--- src/rtl/psum_accum_ctrl_if.sv ---
// ---------------------------------------------------------------------------
// psum_accum_ctrl_if
//   Bundles the three buses of the psum accumulation controller:
//     - psum input stream  : i_psum_valid / i_psum_data / o_psum_ready
//     - result stream      : o_out_valid / o_out_data / i_out_ready
//     - psum memory port   : o_mem_wr_* (write), o_mem_rd_* (read, 1-cycle
//                            latency), i_mem_rd_data
//   master : the controller's view (drives o_*, samples i_*)
//   slave  : the environment's view (PE array, result sink, memory)
// ---------------------------------------------------------------------------
interface psum_accum_ctrl_if #(
   parameter int DATA_WIDTH = 8,
   parameter int ADDR_WIDTH = 8
);
   logic                  i_psum_valid;
   logic [DATA_WIDTH-1:0] i_psum_data;
   logic                  o_psum_ready;

   logic                  o_out_valid;
   logic [DATA_WIDTH-1:0] o_out_data;
   logic                  i_out_ready;

   logic                  o_mem_wr_en;
   logic [ADDR_WIDTH-1:0] o_mem_wr_addr;
   logic [DATA_WIDTH-1:0] o_mem_wr_data;
   logic                  o_mem_rd_en;
   logic [ADDR_WIDTH-1:0] o_mem_rd_addr;
   logic [DATA_WIDTH-1:0] i_mem_rd_data;

   modport master (
      input  i_psum_valid, i_psum_data, i_out_ready, i_mem_rd_data,
      output o_psum_ready, o_out_valid, o_out_data,
             o_mem_wr_en, o_mem_wr_addr, o_mem_wr_data,
             o_mem_rd_en, o_mem_rd_addr
   );

   modport slave (
      output i_psum_valid, i_psum_data, i_out_ready, i_mem_rd_data,
      input  o_psum_ready, o_out_valid, o_out_data,
             o_mem_wr_en, o_mem_wr_addr, o_mem_wr_data,
             o_mem_rd_en, o_mem_rd_addr
   );
endinterface

--- src/rtl/psum_accum_ctrl.sv ---
// ---------------------------------------------------------------------------
// psum_accum_ctrl
//   Accumulates a stream of partial sums into the psum memory by
//   read-modify-write over a configurable number of passes, then optionally
//   drains the final sums as a valid/ready stream.
//
// Ports
//   i_clk, i_rst      clock, synchronous active-high reset
//   i_start           job start pulse (sampled in IDLE only)
//   i_base_addr       first memory address of the job
//   i_len             entries per pass (0 = empty job)
//   i_num_pass        number of passes (0 behaves as 1)
//   i_drain_en        stream results out after the last pass
//   o_busy            high whenever not IDLE
//   o_done            one-cycle pulse at job completion
//   bus               psum stream, result stream and memory port
// ---------------------------------------------------------------------------
module psum_accum_ctrl #(
   parameter int DATA_WIDTH = 8,
   parameter int ADDR_WIDTH = 8,
   parameter int PASS_WIDTH = 4
) (
   input  logic                  i_clk,
   input  logic                  i_rst,
   input  logic                  i_start,
   input  logic [ADDR_WIDTH-1:0] i_base_addr,
   input  logic [ADDR_WIDTH-1:0] i_len,
   input  logic [PASS_WIDTH-1:0] i_num_pass,
   input  logic                  i_drain_en,
   output logic                  o_busy,
   output logic                  o_done,
   psum_accum_ctrl_if.master     bus
);
   typedef enum logic [1:0] {S_IDLE, S_ACC, S_DRAIN, S_DONE} state_t;

   localparam logic [DATA_WIDTH-1:0] SAT_MAX  = {1'b0, {(DATA_WIDTH-1){1'b1}}};
   localparam logic [DATA_WIDTH-1:0] SAT_MIN  = {1'b1, {(DATA_WIDTH-1){1'b0}}};
   localparam logic [ADDR_WIDTH-1:0] A_ONE    = ADDR_WIDTH'(1);
   localparam logic [PASS_WIDTH-1:0] P_ONE    = PASS_WIDTH'(1);

   state_t                      state_q, state_d;
   logic [ADDR_WIDTH-1:0]       base_q, base_d, len_q, len_d;
   logic [PASS_WIDTH-1:0]       npass_q, npass_d, pass_q, pass_d;
   logic                        drain_q, drain_d;
   logic [ADDR_WIDTH-1:0]       addr_q, addr_d, idx_q, idx_d;
   logic                        fin_q, fin_d;
   // write stage: one cycle behind the psum handshake
   logic                        wr_pend_q, wr_pend_d, rmw_q, rmw_d;
   logic [ADDR_WIDTH-1:0]       wr_addr_q, wr_addr_d;
   logic [DATA_WIDTH-1:0]       psum_q, psum_d;
   // read/write same-address bypass (len=1 accumulation)
   logic                        byp_q, byp_d;
   logic [DATA_WIDTH-1:0]       byp_data_q, byp_data_d;
   // drain
   logic [ADDR_WIDTH-1:0]       drd_addr_q, drd_addr_d, drd_cnt_q, drd_cnt_d;
   logic [ADDR_WIDTH-1:0]       out_cnt_q, out_cnt_d;
   logic                        rd_infl_q, rd_infl_d;
   logic [1:0][DATA_WIDTH-1:0]  fifo_q, fifo_d;
   logic                        fifo_wp_q, fifo_wp_d, fifo_rp_q, fifo_rp_d;
   logic [1:0]                  fifo_cnt_q, fifo_cnt_d;
   logic                        done_q, done_d;

   logic [DATA_WIDTH-1:0]       rd_data_eff, wr_data;
   logic                        acc_hs, acc_rd, drain_rd, pop;
   logic [2:0]                  occ;

   function automatic logic [DATA_WIDTH-1:0] sat_add(input logic [DATA_WIDTH-1:0] a,
                                                     input logic [DATA_WIDTH-1:0] b);
      logic [DATA_WIDTH:0] s;
      s = {a[DATA_WIDTH-1], a} + {b[DATA_WIDTH-1], b};
      // top two bits disagree -> result left the DATA_WIDTH signed range
      if (s[DATA_WIDTH] != s[DATA_WIDTH-1]) sat_add = s[DATA_WIDTH] ? SAT_MIN : SAT_MAX;
      else                                  sat_add = s[DATA_WIDTH-1:0];
   endfunction

   always_comb begin
      state_d    = state_q;
      base_d     = base_q;
      len_d      = len_q;
      npass_d    = npass_q;
      drain_d    = drain_q;
      addr_d     = addr_q;
      idx_d      = idx_q;
      pass_d     = pass_q;
      fin_d      = fin_q;
      wr_pend_d  = 1'b0;
      rmw_d      = rmw_q;
      wr_addr_d  = wr_addr_q;
      psum_d     = psum_q;
      drd_addr_d = drd_addr_q;
      drd_cnt_d  = drd_cnt_q;
      out_cnt_d  = out_cnt_q;
      fifo_d     = fifo_q;
      fifo_wp_d  = fifo_wp_q;
      fifo_rp_d  = fifo_rp_q;
      done_d     = (state_q == S_DONE);

      rd_data_eff = byp_q ? byp_data_q : bus.i_mem_rd_data;
      wr_data     = rmw_q ? sat_add(rd_data_eff, psum_q) : psum_q;
      pop         = (fifo_cnt_q != 2'd0) && bus.i_out_ready;
      occ         = {1'b0, fifo_cnt_q} + {2'b00, rd_infl_q};
      acc_hs      = (state_q == S_ACC) && !fin_q && bus.i_psum_valid;
      acc_rd      = acc_hs && (pass_q != '0);
      // credit: buffered + in flight - leaving this cycle must stay below 2
      drain_rd    = (state_q == S_DRAIN) && (drd_cnt_q != len_q) &&
                    (occ < (pop ? 3'd3 : 3'd2));

      case (state_q)
         S_IDLE: begin
            if (i_start) begin
               base_d     = i_base_addr;
               len_d      = i_len;
               npass_d    = (i_num_pass == '0) ? P_ONE : i_num_pass;
               drain_d    = i_drain_en;
               addr_d     = i_base_addr;
               idx_d      = '0;
               pass_d     = '0;
               fin_d      = 1'b0;
               drd_addr_d = i_base_addr;
               drd_cnt_d  = '0;
               out_cnt_d  = '0;
               state_d    = (i_len == '0) ? S_DONE : S_ACC;
            end
         end
         S_ACC: begin
            if (acc_hs) begin
               wr_pend_d = 1'b1;
               wr_addr_d = addr_q;
               psum_d    = bus.i_psum_data;
               rmw_d     = (pass_q != '0);
               if (idx_q == len_q - A_ONE) begin
                  idx_d  = '0;
                  addr_d = base_q;
                  pass_d = pass_q + P_ONE;
                  if (pass_q == npass_q - P_ONE) fin_d = 1'b1;
               end else begin
                  idx_d  = idx_q + A_ONE;
                  addr_d = addr_q + A_ONE;
               end
            end
            // fin_q is set: the final write is on the port this cycle
            if (fin_q) state_d = drain_q ? S_DRAIN : S_DONE;
         end
         S_DRAIN: begin
            if (drain_rd) begin
               drd_addr_d = drd_addr_q + A_ONE;
               drd_cnt_d  = drd_cnt_q + A_ONE;
            end
            if (pop) begin
               out_cnt_d = out_cnt_q + A_ONE;
               if (out_cnt_q == len_q - A_ONE) state_d = S_DONE;
            end
         end
         S_DONE:  state_d = S_IDLE;
         default: state_d = S_IDLE;
      endcase

      rd_infl_d  = drain_rd;
      byp_d      = acc_rd && wr_pend_q && (addr_q == wr_addr_q);
      byp_data_d = wr_data;

      if (rd_infl_q) begin
         fifo_d[fifo_wp_q] = bus.i_mem_rd_data;
         fifo_wp_d         = ~fifo_wp_q;
      end
      if (pop) fifo_rp_d = ~fifo_rp_q;
      fifo_cnt_d = fifo_cnt_q + {1'b0, rd_infl_q} - {1'b0, pop};

      bus.o_psum_ready  = (state_q == S_ACC) && !fin_q;
      bus.o_mem_rd_en   = acc_rd || drain_rd;
      bus.o_mem_rd_addr = acc_rd ? addr_q : (drain_rd ? drd_addr_q : '0);
      bus.o_mem_wr_en   = wr_pend_q;
      bus.o_mem_wr_addr = wr_pend_q ? wr_addr_q : '0;
      bus.o_mem_wr_data = wr_pend_q ? wr_data : '0;
      bus.o_out_valid   = (fifo_cnt_q != 2'd0);
      bus.o_out_data    = fifo_q[fifo_rp_q];
      o_busy            = (state_q != S_IDLE);
      o_done            = done_q;
   end

   always_ff @(posedge i_clk) begin
      if (i_rst) begin
         state_q    <= S_IDLE;
         base_q     <= '0;
         len_q      <= '0;
         npass_q    <= '0;
         drain_q    <= 1'b0;
         addr_q     <= '0;
         idx_q      <= '0;
         pass_q     <= '0;
         fin_q      <= 1'b0;
         wr_pend_q  <= 1'b0;
         rmw_q      <= 1'b0;
         wr_addr_q  <= '0;
         psum_q     <= '0;
         byp_q      <= 1'b0;
         byp_data_q <= '0;
         drd_addr_q <= '0;
         drd_cnt_q  <= '0;
         out_cnt_q  <= '0;
         rd_infl_q  <= 1'b0;
         fifo_q     <= '0;
         fifo_wp_q  <= 1'b0;
         fifo_rp_q  <= 1'b0;
         fifo_cnt_q <= '0;
         done_q     <= 1'b0;
      end else begin
         state_q    <= state_d;
         base_q     <= base_d;
         len_q      <= len_d;
         npass_q    <= npass_d;
         drain_q    <= drain_d;
         addr_q     <= addr_d;
         idx_q      <= idx_d;
         pass_q     <= pass_d;
         fin_q      <= fin_d;
         wr_pend_q  <= wr_pend_d;
         rmw_q      <= rmw_d;
         wr_addr_q  <= wr_addr_d;
         psum_q     <= psum_d;
         byp_q      <= byp_d;
         byp_data_q <= byp_data_d;
         drd_addr_q <= drd_addr_d;
         drd_cnt_q  <= drd_cnt_d;
         out_cnt_q  <= out_cnt_d;
         rd_infl_q  <= rd_infl_d;
         fifo_q     <= fifo_d;
         fifo_wp_q  <= fifo_wp_d;
         fifo_rp_q  <= fifo_rp_d;
         fifo_cnt_q <= fifo_cnt_d;
         done_q     <= done_d;
      end
   end
endmodule
--- src/flat_wrapper.sv ---
// flat-port wrapper written by rule: the top's interface ports become plain ports
module psum_accum_ctrl_flat 
#(
   parameter int DATA_WIDTH = 8,
   parameter int ADDR_WIDTH = 8,
   parameter int PASS_WIDTH = 4
)
  (i_clk, i_rst, i_start, i_base_addr, i_len, i_num_pass, i_drain_en, o_busy, o_done, bus_i_psum_valid, bus_i_psum_data, bus_i_out_ready, bus_i_mem_rd_data, bus_o_psum_ready, bus_o_out_valid, bus_o_out_data, bus_o_mem_wr_en, bus_o_mem_wr_addr, bus_o_mem_wr_data, bus_o_mem_rd_en, bus_o_mem_rd_addr);
  psum_accum_ctrl_if #(.DATA_WIDTH(DATA_WIDTH), .ADDR_WIDTH(ADDR_WIDTH)) bus_i ();
  input  logic i_clk;
  input  logic i_rst;
  input  logic i_start;
  input  logic [ADDR_WIDTH-1:0] i_base_addr;
  input  logic [ADDR_WIDTH-1:0] i_len;
  input  logic [PASS_WIDTH-1:0] i_num_pass;
  input  logic i_drain_en;
  output logic o_busy;
  output logic o_done;
  input wire logic [$bits(bus_i.i_psum_valid)-1:0] bus_i_psum_valid;
  input wire logic [$bits(bus_i.i_psum_data)-1:0] bus_i_psum_data;
  input wire logic [$bits(bus_i.i_out_ready)-1:0] bus_i_out_ready;
  input wire logic [$bits(bus_i.i_mem_rd_data)-1:0] bus_i_mem_rd_data;
  output wire logic [$bits(bus_i.o_psum_ready)-1:0] bus_o_psum_ready;
  output wire logic [$bits(bus_i.o_out_valid)-1:0] bus_o_out_valid;
  output wire logic [$bits(bus_i.o_out_data)-1:0] bus_o_out_data;
  output wire logic [$bits(bus_i.o_mem_wr_en)-1:0] bus_o_mem_wr_en;
  output wire logic [$bits(bus_i.o_mem_wr_addr)-1:0] bus_o_mem_wr_addr;
  output wire logic [$bits(bus_i.o_mem_wr_data)-1:0] bus_o_mem_wr_data;
  output wire logic [$bits(bus_i.o_mem_rd_en)-1:0] bus_o_mem_rd_en;
  output wire logic [$bits(bus_i.o_mem_rd_addr)-1:0] bus_o_mem_rd_addr;
  assign bus_i.i_psum_valid = bus_i_psum_valid;
  assign bus_i.i_psum_data = bus_i_psum_data;
  assign bus_i.i_out_ready = bus_i_out_ready;
  assign bus_i.i_mem_rd_data = bus_i_mem_rd_data;
  assign bus_o_psum_ready = bus_i.o_psum_ready;
  assign bus_o_out_valid = bus_i.o_out_valid;
  assign bus_o_out_data = bus_i.o_out_data;
  assign bus_o_mem_wr_en = bus_i.o_mem_wr_en;
  assign bus_o_mem_wr_addr = bus_i.o_mem_wr_addr;
  assign bus_o_mem_wr_data = bus_i.o_mem_wr_data;
  assign bus_o_mem_rd_en = bus_i.o_mem_rd_en;
  assign bus_o_mem_rd_addr = bus_i.o_mem_rd_addr;
  psum_accum_ctrl #(.DATA_WIDTH(DATA_WIDTH), .ADDR_WIDTH(ADDR_WIDTH), .PASS_WIDTH(PASS_WIDTH)) u_core (.i_clk(i_clk), .i_rst(i_rst), .i_start(i_start), .i_base_addr(i_base_addr), .i_len(i_len), .i_num_pass(i_num_pass), .i_drain_en(i_drain_en), .o_busy(o_busy), .o_done(o_done), .bus(bus_i));
endmodule
--- config.mk ---
export PLATFORM = sky130hd
export DESIGN_NAME = psum_accum_ctrl_flat
export DESIGN_NICKNAME = d
export VERILOG_FILES = /design/src/rtl/psum_accum_ctrl_if.sv /design/src/rtl/psum_accum_ctrl.sv /design/src/flat_wrapper.sv
export SDC_FILE = /design/constraint.sdc
export NUM_CORES = 1
export LEC_CHECK = 0
export CORE_MARGIN = 2
export CORE_UTILIZATION = 30
export CTS_CLUSTER_DIAMETER = 60
export DETAILED_ROUTE_END_ITERATION = 8
export PLACE_DENSITY = 0.58
export REMOVE_ABC_BUFFERS = 1
export SYNTH_ARGS = -nofsm -noshare
export SYNTH_HDL_FRONTEND = slang
export SYNTH_SLANG_ARGS = --single-unit
--- constraint.sdc ---
create_clock -name i_clk -period 3.7 [get_ports i_clk]
set_input_delay 0.74 -clock i_clk [delete_from_list [all_inputs] [get_ports i_clk]]
set_output_delay 0.74 -clock i_clk [all_outputs]
set_load 0.02 [all_outputs]
==> impl_metrics.toml <==
[clocking]
cts_buffers = 17
cts_tree = "yes"
cts-root-buf = "clkbuf_16"
clock_latency_ns = 0.42
cts_max_level = 4
clk_pin_slew_ns = 0.06
clock-sinks = 117
clockBufferDepth = 2

[pwr]
p_leak_nw = 3.44
p_clk_share_pct = 31.2
switchingPower_mw = 2.04
p_per_area_nw_per_um2 = 606
ir_drop_uv = 313
intPower_mw = 3.40
power_frac_seq_pct = 31.7
p_total_mw = 5.44
p_comb_share_pct = 37.2
p_sw_share_pct = 37.6

[critical_path]
startpoint_type = "input pin"
critical-path-top-delay-family = "compound AO/OA/AOI/OAI gates"
critical_path.endpoint_type = "output port"
arrival_ns = 3.29
path_class = "input pin to output port"
crit_chain = "clkdlybuf4s15_1 > mux2_4 > ha_4 > o21a_1 > a2111o_1 > nand3_2 > o211ai_1 > buf_4 > or4_4 > o311ai_4 > buf_6"
crit_fanout = 3
cpMaxStageDelayCell = "or4_4"
worst-path-buf-inv = 3
cp.required_ns = 2.96
max_stage_delay_ns = 0.52

[floorplan]
io_pins = 80
chipHeight_um = 153
start_util_pct = 30.6
coreArea_um2 = 21800
rows = 54
die_w_um = 153
die_area_um2 = 23500

[timing]
period_needed_ns = 4.03
drv_slew = 0
timing.setup.tns_ns = -2.20
rsz0062_at_grt = "yes"
finalSetupViolations = 7
maxSlewHeadroom_pct = 43.8
skew_ns = 0.00818
period_share_pct = 109
max_clock_freq_mhz = 248
tightest_slew_ns = 0.841
hold_viol = 0
finalWorstSetupSlack_ns = -0.331

[place]
portBuffers = 79
hpwl_um = 13700
placed_cells = 1218
gp_congestion = 0.859

[grt]
grt_first_pass_wirelength_um = 31900
grt_pass1_vias = 6136
track_usage_pct = 16.7
grt_overflow_total = 0
grt_max_degree = 73
antenna_found_initial = 0

[yosys]
synth_ff_type = "dfxtp_1"
synth_edf_count = 0
synth-warning-count = 0
synth_cell_types = 58
synth_seq_cells = 117
syn_area_per_cell_um2 = 7.85
synthesis.area_um2 = 6670
syn_inst = 850
async_flop_share_pct = 0
ys_seq_area_share_pct = 35.1

[worst_hold_path]
hold_class = "flip-flop to flip-flop"

[route]
wl_met2_um = 8850
wl_met1_um = 9130
wl_um = 19200
via_per_inst = 4.99
num_vias = 6304
first_iter_violations = 330
ant_nets = 0
wl_per_cell_um = 15.2
topRoutingLayerUsed = "met4"
drtPass1Iterations = 5
routed-wl-met3_um = 836
drcViolationCount = 0

[final_layout]
fin_util_pct = 41.1
multi_input_area_um2 = 4200
antenna_cells = 0
fin_nets = 1039
layoutNonFillerInstCount = 1264
fillerInstances = 2206
regArea_um2 = 2350
drive_gt1_share_pct = 17.8
syn_to_final_growth_pct = 34.6

[run]
cap_violations = 0

[status]
violations = "setup timing"
status = "finished, violations left"
==> cell usage in the layout, fill, tap and decap left out, types with 9 or more instances in the layout <==
cell / netlist / layout
xnor2_1: 47 / 47
clkdlybuf4s50_1: 0 / 64
nand2_1: 159 / 158
mux2i_1: 10 / 10
mux2_2: 19 / 15
nand4_1: 13 / 13
ha_1: 25 / 20
and3_1: 10 / 10
xor2_1: 21 / 21
nor3_1: 14 / 13
o21ai_0: 36 / 34
inv_1: 30 / 30
a21oi_1: 84 / 83
o22ai_1: 9 / 9
dfxtp_1: 117 / 116
clkbuf_16: 0 / 17
nor2_1: 47 / 46
buf_4: 0 / 77
and2_1: 14 / 14
nand3_1: 27 / 26
a211oi_1: 15 / 12
==> cells in the mapped netlist, types with 3 or more instances <==
cell	count	area share, %
nand2b_1	7	0.66
dfxtp_1	117	35
buf_1	5	0.28
mux2i_1	10	1.5
xnor2_1	47	6.2
nand3_1	27	2.0
xor2_1	21	2.8
a21o_1	8	0.90
nand2_1	159	8.9
inv_1	30	1.7
o22ai_1	9	0.84
or2_2	6	0.56
a211oi_1	15	1.7
nor2b_1	8	0.75
a21oi_1	84	6.3
or3_1	8	0.75
and3_1	10	0.94
and2_1	14	1.3
nor2_1	47	2.6
nor3b_1	3	0.34
nor4_1	5	0.47
nor3_1	14	1.0
o21a_1	4	0.45
o2111ai_1	3	0.39
ha_1	25	4.7
nand3b_1	4	0.45
a311oi_1	8	1.0
mux2_2	19	3.2
o21ai_0	36	2.7
a2111oi_0	5	0.66
nand4_1	13	1.2
clkbuf_1	46	2.6
==> worst reg2reg max path: stages, from the launching register on <==
cell and delay (ns):
dfxtp_4 0.38, mux2_4 0.33, ha_4 0.24, a211o_1 0.32, a2111o_1 0.41, nand3_2 0.09
buf_4 0.10, o211a_1 0.16, a211oi_2 0.07, buf_4 0.16, buf_6 0.12, buf_4 0.13
buf_4 0.13, a2111oi_0 0.43, buf_4 0.19
==> power groups by stage <==
stage                     logic [mW]  registers [mW]  clock network [mW]
after floorplan                 1.28            1.66                   0
after global placement          1.96            1.74                   0
after detailed placement        1.98            1.74                   0
after CTS                       2.01            1.72                1.74
after global routing            2.26            1.75                1.79
final                           2.02            1.72                1.70
==> metrics by stage <==
step	worst slack [ns]	area [µm²]	hold WS (ns)
2_1_floorplan	-0.788	6460	0.427
3_3_place_gp	-1.23	8070	0.439
3_5_place_dp	-1.24	8070	0.445
4_1_cts	-0.345	8820	0.454
5_1_grt	-0.474	8980	0.477
6_report	-0.331	8980	0.453
==> state kept, by name, summed over array words and instances (netlist names), 2 cells and up <==
register / flops
u_core.addr_q: 8
u_core.base_q: 8
u_core.byp_data_q: 8
u_core.drd_addr_q: 8
u_core.drd_cnt_q: 8
u_core.fifo_cnt_q: 2
u_core.fifo_q: 16
u_core.idx_q: 8
u_core.len_q: 8
u_core.npass_q: 4
u_core.out_cnt_q: 8
u_core.pass_q: 4
u_core.psum_q: 8
u_core.state_q: 2
u_core.wr_addr_q: 8
==> repair_timing <==
item | 4_1_cts | 5_1_grt
pin swaps | 11 | 13
endpoints found under the hold margin | 0 | 0
cloned | 0 | 0
endpoints found under the setup margin | 8 | 9
buffers inserted | 7 | 7
hold buffers | 0 | 0
resized for setup | 83 | 22
==> logic make-up (layout without fill, tap and decap cells) <==
logic type / count (synthesis) / count (layout) / share of synthesized area, %
adders and majority gates: 26 / 26 / 4.99
buffers and inverters: 83 / 217 / 4.89
xor gates and xnor gates: 69 / 69 / 9.26
DFF: 117 / 117 / 35.1
muxes: 29 / 29 / 4.71
and+or+nand+nor: 331 / 331 / 22.9
AOI/OAI and AO/OA: 195 / 195 / 18.1
==> layer usage <==
| layer | up-vias | global-route usage (%) |
|---|---|---|
| met5 | - | 0 |
| met4 | 0 | 4.94 |
| met3 | 27 | 3.94 |
| met2 | 146 | 27.2 |
| met1 | 2933 | 22.1 |
| li1 | 3198 | - |
==> cell type report <==
| cell class | count | share of cell area, % |
|---|---|---|
| Clock inverter | 15 | 2.02 |
| Tap cell | 280 | 3.90 |
| Clock buffer | 17 | 4.74 |
| Sequential cell | 117 | 26.1 |
| Inverter | 30 | 1.25 |
| Multi-Input combinational cell | 650 | 46.8 |
| Timing Repair Buffer | 155 | 15.2 |
==> final timing paths <==
kind,slack (ns),cells after the start,from,end
max,-0.33,11,bus_i_mem_rd_data[2],bus_o_mem_wr_data[2]
min,0.45,2,u_core.fifo_q[4],u_core.fifo_q[4]
max reg2reg,0.38,14,u_core.byp_q,u_core.byp_data_q[5]
min reg2reg,0.45,2,u_core.fifo_q[4],u_core.fifo_q[4]
Power figures use the tool's default switching activity.
